## config.mk

```make
export PLATFORM = sky130hd
export DESIGN_NAME = pulse_width_capture_flat
export DESIGN_NICKNAME = d
export VERILOG_FILES = /design/src/rtl/pulse_width_capture_if.sv /design/src/rtl/pulse_width_capture.sv /design/src/flat_wrapper.sv
export SDC_FILE = /design/constraint.sdc
export NUM_CORES = 1
export LEC_CHECK = 0
export CORE_AREA = 4 4 74 76
export DETAILED_ROUTE_END_ITERATION = 7
export DIE_AREA = 0 0 78 80
export PLACE_DENSITY = 0.81
export SETUP_SLACK_MARGIN = 0.15
export SYNTH_ARGS = -nofsm -noshare
export SYNTH_HDL_FRONTEND = slang
export SYNTH_SLANG_ARGS = --single-unit
```

## constraint.sdc

```tcl
create_clock -name clk -period 3.6 [get_ports clk]
set_input_delay 0.9 -clock clk [delete_from_list [all_inputs] [get_ports clk]]
set_output_delay 0.9 -clock clk [all_outputs]
set_load 0.02 [all_outputs]
```

## src/rtl/pulse_width_capture_if.sv

```systemverilog
// Width result handshake between pulse_width_capture and its consumer
// (histogram write path).
//   count_out   : measured width, held stable while count_valid=1
//   count_valid : a width word is pending (drives wrreq)
//   count_ready : consumer accepts; transfer when count_valid && count_ready
// Modports: master = capture block (producer), slave = consumer.
interface pulse_width_capture_if #(
  parameter int unsigned DATA_WIDTH = 16
);
  logic [DATA_WIDTH-1:0] count_out;
  logic                  count_valid;
  logic                  count_ready;

  modport master (
    output count_out,
    output count_valid,
    input  count_ready
  );

  modport slave (
    input  count_out,
    input  count_valid,
    output count_ready
  );
endinterface

```

## src/rtl/pulse_width_capture.sv

```systemverilog
// pulse_width_capture: measures the high time of each pulse on pulse_in in
// clk cycles and offers it as a DATA_WIDTH word on a valid/ready handshake.
// Keeps delivered-count, drop and saturation statistics for status readback.
//
// Ports:
//   clk             capture clock (fastest domain)
//   areset_n        synchronous active-low reset
//   enable          capture enable
//   clear_stats     one-cycle pulse, zeroes pulses_captured/drop_flag/sat_flag
//   pulse_in        asynchronous pulse input (synchronized internally)
//   result          handshake interface (master): count_out/count_valid/count_ready
//   busy            FSM is measuring a pulse
//   pulses_captured saturating count of delivered widths
//   drop_flag       sticky: a completed width was lost because the output was occupied
//   sat_flag        sticky: a width saturated at all-ones
//
// Optional feature: define PWC_MIN_FILTER_EN to discard completed widths
// shorter than MIN_WIDTH as glitches (no valid, no drop, no statistics).
module pulse_width_capture #(
  parameter int unsigned DATA_WIDTH  = 16,
  parameter int unsigned SYNC_STAGES = 2,
  parameter int unsigned MIN_WIDTH   = 4
) (
  input  logic                  clk,
  input  logic                  areset_n,
  input  logic                  enable,
  input  logic                  clear_stats,
  input  logic                  pulse_in,
  pulse_width_capture_if.master result,
  output logic                  busy,
  output logic [DATA_WIDTH-1:0] pulses_captured,
  output logic                  drop_flag,
  output logic                  sat_flag
);

  localparam logic [DATA_WIDTH-1:0] ONE = DATA_WIDTH'(1);

  // Elaboration-time legality checks.
  if (SYNC_STAGES < 2 || SYNC_STAGES > 4) begin : g_bad_sync
    $error("pulse_width_capture: SYNC_STAGES must be 2..4");
  end
  if (MIN_WIDTH < 1) begin : g_bad_min
    $error("pulse_width_capture: MIN_WIDTH must be >= 1");
  end

  typedef enum logic [1:0] {
    IDLE,
    ARMED,
    MEASURE
  } state_t;

  state_t                  state;
  logic [SYNC_STAGES-1:0]  sync;
  logic                    s;
  logic                    s_d;
  logic                    rise;
  logic                    fall;
  logic [DATA_WIDTH-1:0]   cnt;
  logic [DATA_WIDTH-1:0]   count_q;
  logic                    valid_q;
  logic                    handshake;
  logic                    width_ok;
  logic                    out_free;

  // ---------------------------------------------------------------------------
  // Input synchronizer and edge detection
  // ---------------------------------------------------------------------------
  always_ff @(posedge clk) begin
    if (!areset_n) begin
      sync <= '0;
      s_d  <= 1'b0;
    end else begin
      sync <= {sync[SYNC_STAGES-2:0], pulse_in};
      s_d  <= s;
    end
  end

  assign s    = sync[SYNC_STAGES-1];
  assign rise = s & ~s_d;
  assign fall = ~s & s_d;

  // ---------------------------------------------------------------------------
  // Handshake / width qualification
  // ---------------------------------------------------------------------------
  assign handshake = valid_q & result.count_ready;
  // Output register can take a new word if empty or being emptied this edge.
  assign out_free  = ~valid_q | result.count_ready;

`ifdef PWC_MIN_FILTER_EN
  localparam logic [DATA_WIDTH-1:0] MIN_W = DATA_WIDTH'(MIN_WIDTH);
  assign width_ok = (cnt >= MIN_W);
`else
  assign width_ok = 1'b1;
`endif

  // ---------------------------------------------------------------------------
  // FSM, measurement counter, output register and statistics
  // ---------------------------------------------------------------------------
  always_ff @(posedge clk) begin
    if (!areset_n) begin
      state           <= IDLE;
      busy            <= 1'b0;
      cnt             <= '0;
      count_q         <= '0;
      valid_q         <= 1'b0;
      pulses_captured <= '0;
      drop_flag       <= 1'b0;
      sat_flag        <= 1'b0;
    end else begin
      // Handshake empties the output register; a reload below overrides it.
      if (handshake) begin
        valid_q <= 1'b0;
        if (pulses_captured != '1) begin
          pulses_captured <= pulses_captured + ONE;
        end
      end

      case (state)
        IDLE: begin
          // Waiting for s=0 guarantees a pulse already high is never measured.
          if (enable && !s) begin
            state <= ARMED;
          end
        end

        ARMED: begin
          if (!enable) begin
            state <= IDLE;
          end else if (rise) begin
            cnt   <= ONE;
            state <= MEASURE;
            busy  <= 1'b1;
          end
        end

        MEASURE: begin
          if (!enable) begin
            // Partial width discarded.
            state <= IDLE;
            busy  <= 1'b0;
          end else if (fall) begin
            state <= ARMED;
            busy  <= 1'b0;
            if (width_ok) begin
              if (out_free) begin
                count_q <= cnt;
                valid_q <= 1'b1;
              end else begin
                drop_flag <= 1'b1;
              end
            end
          end else if (s) begin
            if (cnt == '1) begin
              sat_flag <= 1'b1;
            end else begin
              cnt <= cnt + ONE;
            end
          end
        end

        default: begin
          state <= IDLE;
          busy  <= 1'b0;
        end
      endcase

      // Clear has priority over any same-cycle statistic update.
      if (clear_stats) begin
        pulses_captured <= '0;
        drop_flag       <= 1'b0;
        sat_flag        <= 1'b0;
      end
    end
  end

  assign result.count_out   = count_q;
  assign result.count_valid = valid_q;

endmodule
```

## src/flat_wrapper.sv

```systemverilog
// flat-port wrapper written by rule: the top's interface ports become plain ports
module pulse_width_capture_flat 
#(
  parameter int unsigned DATA_WIDTH  = 16,
  parameter int unsigned SYNC_STAGES = 2,
  parameter int unsigned MIN_WIDTH   = 4
)
  (clk, areset_n, enable, clear_stats, pulse_in, busy, pulses_captured, drop_flag, sat_flag, result_count_out, result_count_valid, result_count_ready);
  pulse_width_capture_if #(.DATA_WIDTH(DATA_WIDTH)) result_i ();
  input  logic clk;
  input  logic areset_n;
  input  logic enable;
  input  logic clear_stats;
  input  logic pulse_in;
  output logic busy;
  output logic [DATA_WIDTH-1:0] pulses_captured;
  output logic drop_flag;
  output logic sat_flag;
  output wire logic [$bits(result_i.count_out)-1:0] result_count_out;
  output wire logic [$bits(result_i.count_valid)-1:0] result_count_valid;
  input wire logic [$bits(result_i.count_ready)-1:0] result_count_ready;
  assign result_count_out = result_i.count_out;
  assign result_count_valid = result_i.count_valid;
  assign result_i.count_ready = result_count_ready;
  pulse_width_capture #(.DATA_WIDTH(DATA_WIDTH), .SYNC_STAGES(SYNC_STAGES), .MIN_WIDTH(MIN_WIDTH)) u_core (.clk(clk), .areset_n(areset_n), .enable(enable), .clear_stats(clear_stats), .pulse_in(pulse_in), .result(result_i), .busy(busy), .pulses_captured(pulses_captured), .drop_flag(drop_flag), .sat_flag(sat_flag));
endmodule
```

# Word-level counts from Yosys, hierarchy flattened

Index checks and enable logic that the tools add are counted.

Multiplexer cells: 23
Reduce and logical (&&, ||, !) cells: 12
Equal/unequal tests: 13
Add/subtract/negate cells: 2
Bitwise gates (word level): 11

Operators with widths:

| operator                                       | count |
|---|---|
| two-way mux 16 bit                             | 6 |
| adder 16 x 1 -> 16 bit (second input constant) | 2 |
| case mux 16 bit (2 select lines)               | 1 |
| == test 16 bit (second input constant)         | 1 |
| != test 16 bit (second input constant)         | 1 |
| AND reduction 4 bit                            | 3 |
| two-way mux 2 bit                              | 5 |
| two-way mux 1 bit                              | 9 |
| != test 2 bit (second input constant)          | 4 |
| NOT 1 bit                                      | 7 |
| AND reduction 7 bit                            | 1 |
| != test 2 x 1 -> 1 bit (second input constant) | 3 |
| != test 3 x 2 -> 1 bit (second input constant) | 2 |
| case mux 2 bit (3 select lines)                | 1 |
| AND reduction 5 bit                            | 1 |
| bitwise AND 1 bit                              | 3 |
| case mux 1 bit (3 select lines)                | 1 |
| AND reduction 3 bit                            | 1 |
| == test 2 x 1 -> 1 bit (second input constant) | 1 |
| == test 2 bit (second input constant)          | 1 |
| zero test 2 bit                                | 1 |
| AND reduction 2 bit                            | 1 |
| nonzero test 2 bit                             | 1 |
| OR reduction 2 bit                             | 1 |
| other kinds (3)                                | 3 |

Register bits after elaboration: 57
Word-level logic and storage cells: 71

# Logic depth before layout (Yosys ltp)

Depth after elaboration: 6
Mapped depth: 7
Depth with buffers taken out: 6

# Worst setup path before layout

No wires, ideal clock.

Path kind: input-to-reg
From: in result_count_ready
To: reg u_core.pulses_captured[15]
Path buffers: 0
Stages on the path: 5
Slack: 1.418 ns
Data arrival time: 2.123 ns
Library setup time: 0.059 ns
Cells stage by stage: nand2_1 > or3_4 > nand4bb_1 > or4_1 > nand2_1

Word-level cells in the longest chain between the ends: 2

RTL lines:

| item                          | RTL line                   | RTL |
|---|---|---|
| start, declared               | flat_wrapper.sv:21         | `input wire logic [$bits(result_i.count_ready)-1:0] result_count_ready;` |
| bitwise AND 1 bit             | pulse_width_capture.sv:85  | `assign handshake = valid_q & result.count_ready;` |
| AND reduction 2 bit (no line) | -                          |  |
| end signal, assigned          | pulse_width_capture.sv:114 | `pulses_captured <= pulses_captured + ONE;` |
| end, declared                 | pulse_width_capture.sv:31  | `output logic [DATA_WIDTH-1:0] pulses_captured,` |

No other way between the ends.
A chain may end at the register's enable or synchronous reset.

# Worst setup path after layout

Same ends and word-level chain as after synthesis.

==> results.yml <==
setup_path:
  worstPathBufferInverterCount: 1
  cp_common_cell: "nand2_1"
  path_cells: "clkdlybuf4s50_1, nand2_1, or3_4, nand4bb_1, or4_1, nand2_1"
  critical_path.startpoint_type: "input port"
  cp_max_fo: 5
  cp_slowest_cell: "clkdlybuf4s50_1"
  required_ns: 3.88
  end_kind: "flip-flop"
  path_delay_family: "simple AND/OR/NAND/NOR gates"
  arrival_ns: 2.71
  max_stage_delay_ns: 0.49
  worstSetupPathType: "in2reg"
timing:
  fin_skew_ns: 0.006152
  fin_crit_ns: 2.432
  tightestPinTransition_ns: 0.4858
  fin_crit_sh: 0.6755
  rsz0062_at_grt: "false"
  slew_headroom: 0.6734
  setup-violations-final: 0
  hold_viol: 0
  tns_ns: 0
  drv_slew: 0
  clock.fmax_mhz: 411.2
finish:
  instances_no_fill: 414
  area_growth_pct: 24.93
  fillers: 400
  register_area_sq_um: 1141
  finalNetCount: 350
  multi_input_area_sq_um: 1384
  post-route-util: 0.6903
  drive_gt1_frac: 0.08357
  diodes: 0
place:
  dp_hpwl_microns: 4038
  portBuffers: 41
  placed_cells: 398
  gp_congestion: 0.8579
clock_network:
  cts_root_buf: "clkbuf_8"
  cts-buffers-inserted: 9
  post_cts_buffers: 0
  cts-htree-levels: 3
  clkLatencyLatePin_ns: 0.34
  cts_buffer_depth: 2
  cts-hold-fix-buffers: 0
  clk_pin_slew_ns: 0.06
  cts.sinks: 57
  ctsResizeCount: 0
  cts_tree: "yes"
status:
  status: "completed"
global_route:
  track_usage: 0.2010
  overflow: 0
  grt_pass1_wl_microns: 9915
  grt_pass1_vias: 2146
  antenna_found_initial: 0
  grt_max_degree: 18
power:
  p_leak_nw: 1.103
  vdd_drop_max_v: 0.0002780
  power_per_cell_area_nw_per_um2: 378.4
die:
  die_h_microns: 80
  initial_core_util: 0.5526
  coreArea_sq_um: 4723
  boundaryPins: 42
  die_w_microns: 78
  num_rows: 25
  die_area_sq_um: 6240
synthesis:
  yosys.area.top_type: "dfxtp_1"
  ys_dominant_reg_cell: "dfxtp_1"
  syn_avg_cell_area_sq_um: 8.729
  synth-edff-count: 0
  synth_area_sq_um: 2610
  synth_warnings: 0
  synth_fp_nets: 307
  ys_types: 53
  synthTopCellsByCount: "dfxtp_1 (57), nor2_1 (48), nand2_1 (23)"
  synth_most_common_cell: "dfxtp_1"
  seq_area_frac_synth: 0.4372
  synth_cells: 299
  synth_top_area_share: 0.4372
  synthTopCellsByArea: "dfxtp_1 (44%), mux2i_1 (6.9%), nor2_1 (6.9%)"
  synth-seq-cells: 57
  synth_async_sr_flop_share: 0
routing:
  drc: 0
  drt_wl_total_microns: 5809
  vias: 2319
  vias_per_cell: 5.601
  wire_per_inst_microns: 14.03
  ant_nets: 0
  drt_iter0_drc: 153
  dr.pass1.iters: 4
flow_run:
  maxCapViolCount: 0
min_path:
  hp-class: "reg2reg"
placed cells by master (no fill, tap or decap), types with 2 or more instances in the layout:
| master | n |
|---|---|
| nand2_1 | 23 |
| a31oi_1 | 5 |
| nor2_1 | 48 |
| clkinv_2 | 2 |
| inv_1 | 3 |
| xnor2_1 | 10 |
| o21ai_0 | 6 |
| and2b_1 | 2 |
| o211ai_1 | 2 |
| clkbuf_8 | 13 |
| nor4_1 | 3 |
| buf_4 | 5 |
| xor2_1 | 3 |
| nand3_1 | 12 |
| or4_1 | 3 |
| and2_1 | 6 |
| or3_1 | 2 |
| nor3b_1 | 2 |
| a21oi_1 | 21 |
| a211oi_1 | 5 |
| ha_1 | 2 |
| nor4b_1 | 3 |
| clkdlybuf4s50_1 | 41 |
| dfxtp_1 | 57 |
| nand4_1 | 5 |
| mux2i_1 | 18 |
| and3_1 | 8 |
| o21ai_1 | 5 |
| o31a_1 | 3 |
| nor3_1 | 5 |
| nor2b_1 | 2 |
registers in the layout, indices dropped and copies added (netlist names):
| signal | cells |
|---|---|
| u_core.busy | 1 |
| u_core.s_d | 1 |
| u_core.pulses_captured | 16 |
| u_core.sync | 2 |
| u_core.result.count_valid | 1 |
| u_core.drop_flag | 1 |
| u_core.result.count_out | 16 |
| u_core.cnt | 16 |
| u_core.state | 2 |
| u_core.sat_flag | 1 |
path summary, 6_finish.rpt:
check,to,cells past startpoint,slack [ns],from
setup / recovery,u_core.pulses_captured[15],6,1.17,result_count_ready
hold / removal,u_core.sync[1],1,0.44,u_core.sync[0]
setup reg to reg,u_core.cnt[14],5,1.50,u_core.state[1]
hold reg to reg,u_core.sync[1],1,0.44,u_core.sync[0]
metrics by stage:
step | setup slack [ns] | instance area [sq um] | hold slack [ns] | total power, W
2_1_floorplan | 1.418 | 2610 | 0.4119 | 0.0006668
3_5_place_dp | 0.8336 | 3068 | 0.4302 | 0.0006820
4_1_cts | 1.170 | 3261 | 0.4447 | 0.001240
6_report | 1.168 | 3261 | 0.4377 | 0.001234
3_3_place_gp | 0.8732 | 3068 | 0.4174 | 0.0006813
5_1_grt | 1.069 | 3261 | 0.4573 | 0.001276
area by class of cell:
cell class	instances	share of cell area
clock buffer	14	0.05602
inverter	3	0.003454
timing repair buffer	46	0.1374
multi-input combinational	225	0.4244
clock inverter	2	0.003070
tap	67	0.02571
sequential	57	0.3500
report_power, final:
| part | total (W) | internal (W) | leakage [nW] | switching, W |
|---|---|---|---|---|
| registers | 0.000636 | 0.000633 | 0.460 | 0.00000250 |
| clock network | 0.000566 | 0.000323 | 0.102 | 0.000243 |
| logic | 0.0000325 | 0.0000133 | 0.540 | 0.0000192 |
| total | 0.00123 | 0.000969 | 1.10 | 0.000265 |
kinds of logic (layout without fill, tap and decap cells):
family	after synthesis	in the layout	synth area share
simple gates	137	137	0.2723
flops	57	57	0.4372
compound gates	55	55	0.1357
mux	18	18	0.06903
buf+inv	17	65	0.03260
xor+xnor	13	13	0.04362
fa+ha+maj	2	2	0.009586
layer usage:
layer  track usage  vias to the layer above  part of all wire
met2        0.3108                       68              0.47
met1        0.2540                     1085              0.45
met4       0.09091                        0             0.015
met3       0.06659                        9             0.061
li1              -                     1157                 -
met5             0                        -                 0
Power figures use the tool's default switching activity.
